`src/rtl/spi_slave_ram_gen.sv`:
```
// SPI slave sampled on the system clock, fronting a single-port register-file RAM.
// Define SPI_AUTO_INC_EN to step the write/read addresses after each data transfer.
module spi_slave_ram_gen #(
    parameter int DATA_WIDTH = 8,
    parameter int ADDR_WIDTH = 8,
    parameter int MEM_DEPTH  = 256
) (
    input  logic clk,
    input  logic rst,
    input  logic ss_n,
    input  logic mosi,
    output logic miso,
    output logic frame_err,
    output logic busy
);

    localparam int W  = DATA_WIDTH;
    localparam int CW = $clog2(W + 3);
    localparam int MW = (MEM_DEPTH > 1) ? $clog2(MEM_DEPTH) : 1;
    localparam logic [31:0]   DEPTH    = MEM_DEPTH;
    localparam logic [CW-1:0] LAST_BIT = CW'(W + 1);
    localparam logic [CW-1:0] TX_LAST  = CW'(W);

    typedef enum logic [2:0] {
        S_IDLE,
        S_WRITE,
        S_READ,
        S_XMIT,
        S_WAIT
    } state_t;

    state_t                state_q, state_d;
    logic [CW-1:0]         cnt_q, cnt_d;
    logic [W:0]            shift_q, shift_d;
    logic [W-1:0]          txd_q, txd_d;
    logic [ADDR_WIDTH-1:0] wr_addr_q, wr_addr_d;
    logic [ADDR_WIDTH-1:0] rd_addr_q, rd_addr_d;
    logic                  miso_q, miso_d;
    logic                  err_q, err_d;
    logic                  busy_q, busy_d;

    logic [W-1:0] mem [MEM_DEPTH];
    logic         mem_we;
    logic [W+1:0] frame;
    logic [1:0]   cmd;
    logic [W-1:0] payload;
    logic         wr_in_range;
    logic         rd_in_range;
    logic [MW-1:0] wr_idx;
    logic [MW-1:0] rd_idx;

    // The last frame bit is still on mosi when the frame is decoded, so it is appended live.
    assign frame       = {shift_q, mosi};
    assign cmd         = frame[W+1:W];
    assign payload     = frame[W-1:0];
    assign wr_in_range = 32'(wr_addr_q) < DEPTH;
    assign rd_in_range = 32'(rd_addr_q) < DEPTH;
    assign wr_idx      = wr_addr_q[MW-1:0];
    assign rd_idx      = rd_addr_q[MW-1:0];

    always_comb begin
        state_d   = state_q;
        cnt_d     = cnt_q;
        shift_d   = shift_q;
        txd_d     = txd_q;
        wr_addr_d = wr_addr_q;
        rd_addr_d = rd_addr_q;
        miso_d    = 1'b0;
        err_d     = 1'b0;
        mem_we    = 1'b0;
        case (state_q)
            S_IDLE: begin
                if (!ss_n) begin
                    state_d = mosi ? S_READ : S_WRITE;
                    cnt_d   = '0;
                end
            end
            S_WRITE, S_READ: begin
                if (ss_n) begin
                    err_d   = 1'b1;
                    state_d = S_IDLE;
                end else if (cnt_q == LAST_BIT) begin
                    state_d = S_WAIT;
                    if (cmd[1] != (state_q == S_READ)) begin
                        err_d = 1'b1;
                    end else begin
                        case (cmd)
                            2'b00: wr_addr_d = payload[ADDR_WIDTH-1:0];
                            2'b01: begin
                                mem_we = wr_in_range;
`ifdef SPI_AUTO_INC_EN
                                wr_addr_d = (32'(wr_addr_q) == DEPTH - 32'd1) ? '0 : wr_addr_q + 1'b1;
`endif
                            end
                            2'b10: rd_addr_d = payload[ADDR_WIDTH-1:0];
                            default: begin
                                state_d = S_XMIT;
                                cnt_d   = '0;
                            end
                        endcase
                    end
                end else begin
                    shift_d = {shift_q[W-1:0], mosi};
                    cnt_d   = cnt_q + CW'(1);
                end
            end
            S_XMIT: begin
                // First XMIT edge latches the word; the next W edges shift it out MSB first.
                if (ss_n) begin
                    state_d = S_IDLE;
                end else if (cnt_q == '0) begin
                    txd_d = rd_in_range ? mem[rd_idx] : '0;
                    cnt_d = CW'(1);
                end else if (cnt_q <= TX_LAST) begin
                    miso_d = txd_q[W-1];
                    txd_d  = txd_q << 1;
                    cnt_d  = cnt_q + CW'(1);
                end else begin
                    state_d = S_WAIT;
`ifdef SPI_AUTO_INC_EN
                    rd_addr_d = (32'(rd_addr_q) == DEPTH - 32'd1) ? '0 : rd_addr_q + 1'b1;
`endif
                end
            end
            S_WAIT: begin
                if (ss_n) begin
                    state_d = S_IDLE;
                end
            end
            default: state_d = S_IDLE;
        endcase
        busy_d = (state_d != S_IDLE);
    end

    always_ff @(posedge clk or posedge rst) begin
        if (rst) begin
            state_q   <= S_IDLE;
            cnt_q     <= '0;
            shift_q   <= '0;
            txd_q     <= '0;
            wr_addr_q <= '0;
            rd_addr_q <= '0;
            miso_q    <= 1'b0;
            err_q     <= 1'b0;
            busy_q    <= 1'b0;
        end else begin
            state_q   <= state_d;
            cnt_q     <= cnt_d;
            shift_q   <= shift_d;
            txd_q     <= txd_d;
            wr_addr_q <= wr_addr_d;
            rd_addr_q <= rd_addr_d;
            miso_q    <= miso_d;
            err_q     <= err_d;
            busy_q    <= busy_d;
        end
    end

    // RAM contents deliberately survive reset.
    always_ff @(posedge clk) begin
        if (mem_we) begin
            mem[wr_idx] <= payload;
        end
    end

    assign miso      = miso_q;
    assign frame_err = err_q;
    assign busy      = busy_q;

endmodule

```
`config.mk`:
```
export PLATFORM = sky130hd
export DESIGN_NAME = spi_slave_ram_gen
export DESIGN_NICKNAME = d
export VERILOG_FILES = /design/src/rtl/spi_slave_ram_gen.sv
export SDC_FILE = /design/constraint.sdc
export NUM_CORES = 2
export LEC_CHECK = 0
export CORE_MARGIN = 5
export CORE_UTILIZATION = 60
export CTS_CLUSTER_SIZE = 12
export DETAILED_ROUTE_END_ITERATION = 6
export GPL_TIMING_DRIVEN = 0
export PLACE_DENSITY = 0.76
export SETUP_SLACK_MARGIN = 0.5
export SYNTH_ARGS = -nofsm -noshare
export SYNTH_HDL_FRONTEND = slang
export SYNTH_SLANG_ARGS = --single-unit
```
`constraint.sdc`:
```
create_clock -name clk -period 7.5 [get_ports clk]
set_input_delay 1.875 -clock clk [delete_from_list [all_inputs] [get_ports clk]]
set_output_delay 1.875 -clock clk [all_outputs]
set_load 0.02 [all_outputs]
```
# After elaboration in Yosys (flattened, before gate mapping)
# Memory sizes are Yosys's and may differ from the RTL's.
# Cells that the tools add are included.
# totals
input_bits	4
elab_cells	79
ramBits	2048
regBits	43
memories	1
# mem_list
name	words	word_bits	rd	rd_ports_with_merged_regs	write_ports	line	rtl
mem	256	8	1	0	1	42	logic [W-1:0] mem [MEM_DEPTH];
# op_classes
n_reduce_logical	13
add_sub_neg	1
n_eq_ne	14
muxes	37
n_lt_le_gt_ge	1
n_bitwise	3
# op_table
cell	n
two-way mux 4 bit	8
two-way mux 3 bit	9
two-way mux 8 bit	2
two-way mux 1 bit	15
one-hot mux 3 bit (4 select lines)	1
one-hot mux 4 bit (3 select lines)	1
AND reduction 5 bit	2
inequality test 3 bit, second input constant	3
AND reduction 7 bit	1
== test 3 x 2 -> 1 bit, second input constant	2
inequality test 2 bit, second input constant	3
AND reduction 3 bit	2
nonzero test 3 bit	2
adder 4 x 1 -> 4 bit, second input constant	1
== test 4 bit, second input constant	1
<= comparator 4 bit, second input constant	1
logical NOT 4 bit	1
== test 3 x 1 -> 1 bit, second input constant	1
== test 3 bit, second input constant	1
logical NOT 3 bit	1
NOT 1 bit	3
OR reduction 3 bit	1
== test 2 x 1 -> 1 bit, second input constant	1
== test 2 bit, second input constant	1
5 further kinds	5

# Depth between registers and ports, before layout
# logic_depth
word_depth	8
ltp_mapped	13

# Worst setup path before layout
# OpenSTA, ideal clock, no wires.
# synth_path
path_kind	flip-flop to flip-flop
from	reg shift_q[0]
to	mem mem[0][1] in the netlist's numbering (data pin)
arrival_ps	3215
slack_ps	3475
synth_period_minus_slack_ps	4025
path_stages_with_launch	1
path_buffers	0
setup_ps	810
path_cell_list	dfrtp_1
# synth_lines
item	line	rtl
from (decl)	34	logic [W:0] shift_q, shift_d;
from (signal assigned)	149	shift_q <= shift_d;
to (decl)	42	
# Straight into the memory's write port.

# Final worst setup path
# layout_path
from	reg rd_addr_q[1]
to	reg txd_q[1]
# layout_via
elab_chain_cells	2
# layout_lines
item	line	rtl
from (decl)	37	logic [ADDR_WIDTH-1:0] rd_addr_q, rd_addr_d;
from (signal assigned)	152	rd_addr_q <= rd_addr_d;
memory read (256 x 8 bit)	-	
two-way mux 8 bit	111	end else if (cnt_q == '0) begin
to (signal assigned)	150	txd_q <= txd_d;
to (decl)	35	logic [W-1:0] txd_q, txd_d;
# No other way between the ends.
# A chain may end at the register's enable or synchronous reset.

==> reports/metrics.yaml <==
synthesis:
  ys.flop_type: "edfxtp_1"
  async_flop_share_pct: 2.06
  synth_edf_count: 2048
  syn-num-nets: 3911
  synth_area_sq_um: 81900
  seq_area_frac_synth_pct: 76.4
  syn_inst: 3904
  synth-seq-cells: 2091
  yosys_warnings: 0
  synth.distinct_cells: 73
  synth_area_per_cell_sq_um: 21.0
finish:
  register_area_sq_um: 62600
  multi_input_area_sq_um: 17900
  nFillCells: 8278
  syn_to_final_growth_pct: 10.8
  utilization_pct: 66.9
  final_common_cell: "edfxtp_1"
  final_design_area_no_fill_sq_um: 90800
  layout.cells.non_filler: 6055
  drive_gt1_share_pct: 23.4
  final_cell_mix: "2,048 x edfxtp_1, 449 x mux4_2, 305 x nor2_1"
  final_net_count: 4146
placement:
  routabilityCongestion: 1.12
  dpl.cell_count: 5713
  dpl_worst_slack_ns: 2.28
  dpl_cell_area_sq_um: 84900
  io_buffers: 5
  hpwl_mm: 168
route:
  drt-initial-drc-count: 9086
  drc: 23
  ant_nets: 0
  vias: 45500
  totalWireLength_mm: 261
  wl_per_cell_microns: 43.2
  wl_met3_mm: 43.4
  met1_length_mm: 80.9
  firstDrtPassIters: 7
  met2_length_mm: 113
  highest_layer: "met5"
  vias_per_cell: 7.52
pwr:
  pwr-share-seq_pct: 57.1
  p_switching_mw: 6.02
  p_int_mw: 19.7
  p_comb_share_pct: 6.5
  p_clk_share_pct: 36.4
  ir_drop_mv: 0.290
  power.density_nw_per_um2: 284
  power_leakage_nw: 27.4
  switching_share_pct: 23.4
  p_total_mw: 25.8
cts:
  root_buffer: "clkbuf_16"
  cts_hold_buf: 0
  clock_sinks: 2091
  ctsResizeCount: 0
  clockBufferDepth: 3
  numCtsBuffers: 204
  postCtsSetupRepairBufs: 0
  cts_tree: "built"
  clk_pin_slew_ns: 0.07
  cts_max_level: 4
  clkLatencyLatePin_ns: 0.88
worst_setup_path:
  path_class: "reg2reg"
  worstRegToRegCells: 11
  cp_top_family: "buffers and inverters"
  endpoint_kind: "flip-flop"
  startpoint_type: "flip-flop"
  crit_fanout: 11
  reg2reg_slack_ns: 2.20
  worstPathArrival_ns: 6.05
  cpMostUsedCell: "buf_2"
  cp.depth: 11
  cpMaxStageDelayCell: "nor4_2"
  crit_path_start: "rd_addr_q[1]"
  crit_buf_inv: 5
  r2r-end: "txd_q[1]"
  worstReg2RegStart: "rd_addr_q[1]"
  cp_cell_sequence: "buf_2, buf_2, buf_4, buf_2, buf_2, mux2i_1, o211ai_1, nor4_2, nor2_1, a21oi_1, o21ai_1"
  required_ns: 8.25
  max_stage_delay_ns: 1.05
run_status:
  status: "finished with violations"
  violations: "DRC, capacitance limit, slew limit"
timing:
  slew_headroom_pct: -24.8
  slew_viol_final: 41
  clock_skew_ns: 0.0500
  setup-tns-final_ns: 0
  worst_slew_pin_slew_ns: 1.83
  setup_ws_ns: 2.20
  grt_setup_unrepaired: "false"
  setup_viol: 0
  whs_ns: 0.512
  hold_viol_final: 0
  period_share_pct: 70.7
  post-route-min-period_ns: 5.30
  fmax_ghz: 0.189
floorplanning:
  io_pins: 7
  coreArea_sq_um: 136000
  die_area_sq_um: 144000
  fp.dieH_microns: 380
  die_w_microns: 380
  fp-row-count: 135
  start_util_pct: 60.4
worst_hold_path:
  worst_hold_path.endpoint: "txd_q[0]"
  holdPathStages: 2
  min_from: "txd_q[0]"
  min_path_type: "reg2reg"
global_route:
  antenna_found_initial: 16
  grt_max_degree: 170
  track_usage_pct: 36.1
  grt_pass1_vias: 43900
  grt_remaining_overflow: 0
  grt_pass1_wl_mm: 354
flow_run:
  drv_cap: 7
-- synth_stat cells, types with 4 or more instances --
master / n / share of area (%)
clkbuf_1: 76 / 0.35
a221oi_1: 4 / 0.043
o31ai_1: 7 / 0.064
and2_1: 7 / 0.053
a22o_1: 9 / 0.096
nand3b_1: 5 / 0.046
o211ai_1: 15 / 0.14
edfxtp_1: 2048 / 75
o22ai_1: 80 / 0.61
nor3b_1: 6 / 0.055
or2_2: 6 / 0.046
buf_4: 30 / 0.27
a211oi_1: 8 / 0.073
nor2b_1: 22 / 0.17
mux4_1: 23 / 0.74
buf_8: 8 / 0.15
nor2_1: 306 / 1.4
o221ai_1: 14 / 0.15
a21oi_1: 38 / 0.23
or4_1: 5 / 0.046
mux4_2: 449 / 12
and3_1: 7 / 0.053
nor3_1: 34 / 0.21
nand3_1: 24 / 0.15
o21ai_0: 40 / 0.24
o21ai_1: 5 / 0.031
nand4_1: 11 / 0.084
inv_1: 8 / 0.037
nor4_1: 4 / 0.031
nand2_1: 102 / 0.47
nand2b_1: 14 / 0.11
mux2_2: 103 / 1.4
buf_6: 36 / 0.49
mux2i_1: 117 / 1.4
nor4_2: 4 / 0.061
buf_12: 8 / 0.20
a22oi_1: 47 / 0.43
buf_2: 57 / 0.35
dfrtp_1: 43 / 1.3
or3_1: 5 / 0.038
a2111oi_0: 6 / 0.064
a31oi_1: 8 / 0.061
-- worst register-to-register path, cell delays in order (launching register included) --
cell,delay [ns]
dfrtp_1,0.33
buf_2,0.22
buf_2,0.56
buf_4,0.53
buf_2,0.48
buf_2,0.68
mux2i_1,0.36
o211ai_1,0.27
nor4_2,1.06
nor2_1,0.12
a21oi_1,0.47
o21ai_1,0.13
-- worst max path at each step --
stage	to
global placement	mem[240][0]
detailed placement	mem[120][7]
finish	txd_q[1]
CTS	txd_q[5]
floorplan	mem[0][1]
global route	txd_q[1]
-- power groups by stage --
stage / combinational (mW) / sequential (mW) / clock (mW)
5_1_grt: 1.72 / 14.7 / 9.82
3_5_place_dp: 1.61 / 14.9 / 0
6_report: 1.66 / 14.7 / 9.39
4_1_cts: 1.61 / 14.7 / 9.33
2_1_floorplan: 0.136 / 15.6 / 0
3_3_place_gp: 0.207 / 16.6 / 0
-- state kept, by name, indices dropped and copies added, names as in the netlist --
register and flops:
wr_addr_q 8, miso 1, shift_q 9, state_q 3, cnt_q 4, busy 1, frame_err 1, txd_q 8
rd_addr_q 8, mem 2048
-- area by class of cell --
class                      count  share of cell area [%]
sequential                  2091                    69.0
multi-input combinational   1583                    19.7
clock buffer                 275                    5.96
tap                         1781                    2.45
buffer                       221                    1.68
timing repair buffer          29                   0.736
clock inverter                48                   0.459
antenna                       18                  0.0496
inverter                       9                  0.0372
-- routing by layer --
| metal | global-route usage, % | up-vias |
|---|---|---|
| met3 | 16.8 | 1228 |
| met5 | 1.68 | - |
| met2 | 51.4 | 4553 |
| met4 | 24.5 | 16 |
| li1 | - | 16700 |
| met1 | 44.2 | 23000 |
-- kinds of logic (layout without fill, tap and decap cells) --
family | after synthesis | after routing | synth area share, %
AO/OA/AOI/OAI | 309 | 309 | 2.58
adder cells (fa/ha/maj) | 3 | 3 | 0.0458
buffers and inverters | 230 | 582 | 1.89
flip-flops | 2091 | 2091 | 76.4
multiplexers | 692 | 692 | 15.9
other | 0 | 18 | 0
AND/OR/NAND/NOR | 579 | 579 | 3.20
Note: power is estimated with default switching activity, not from simulation.
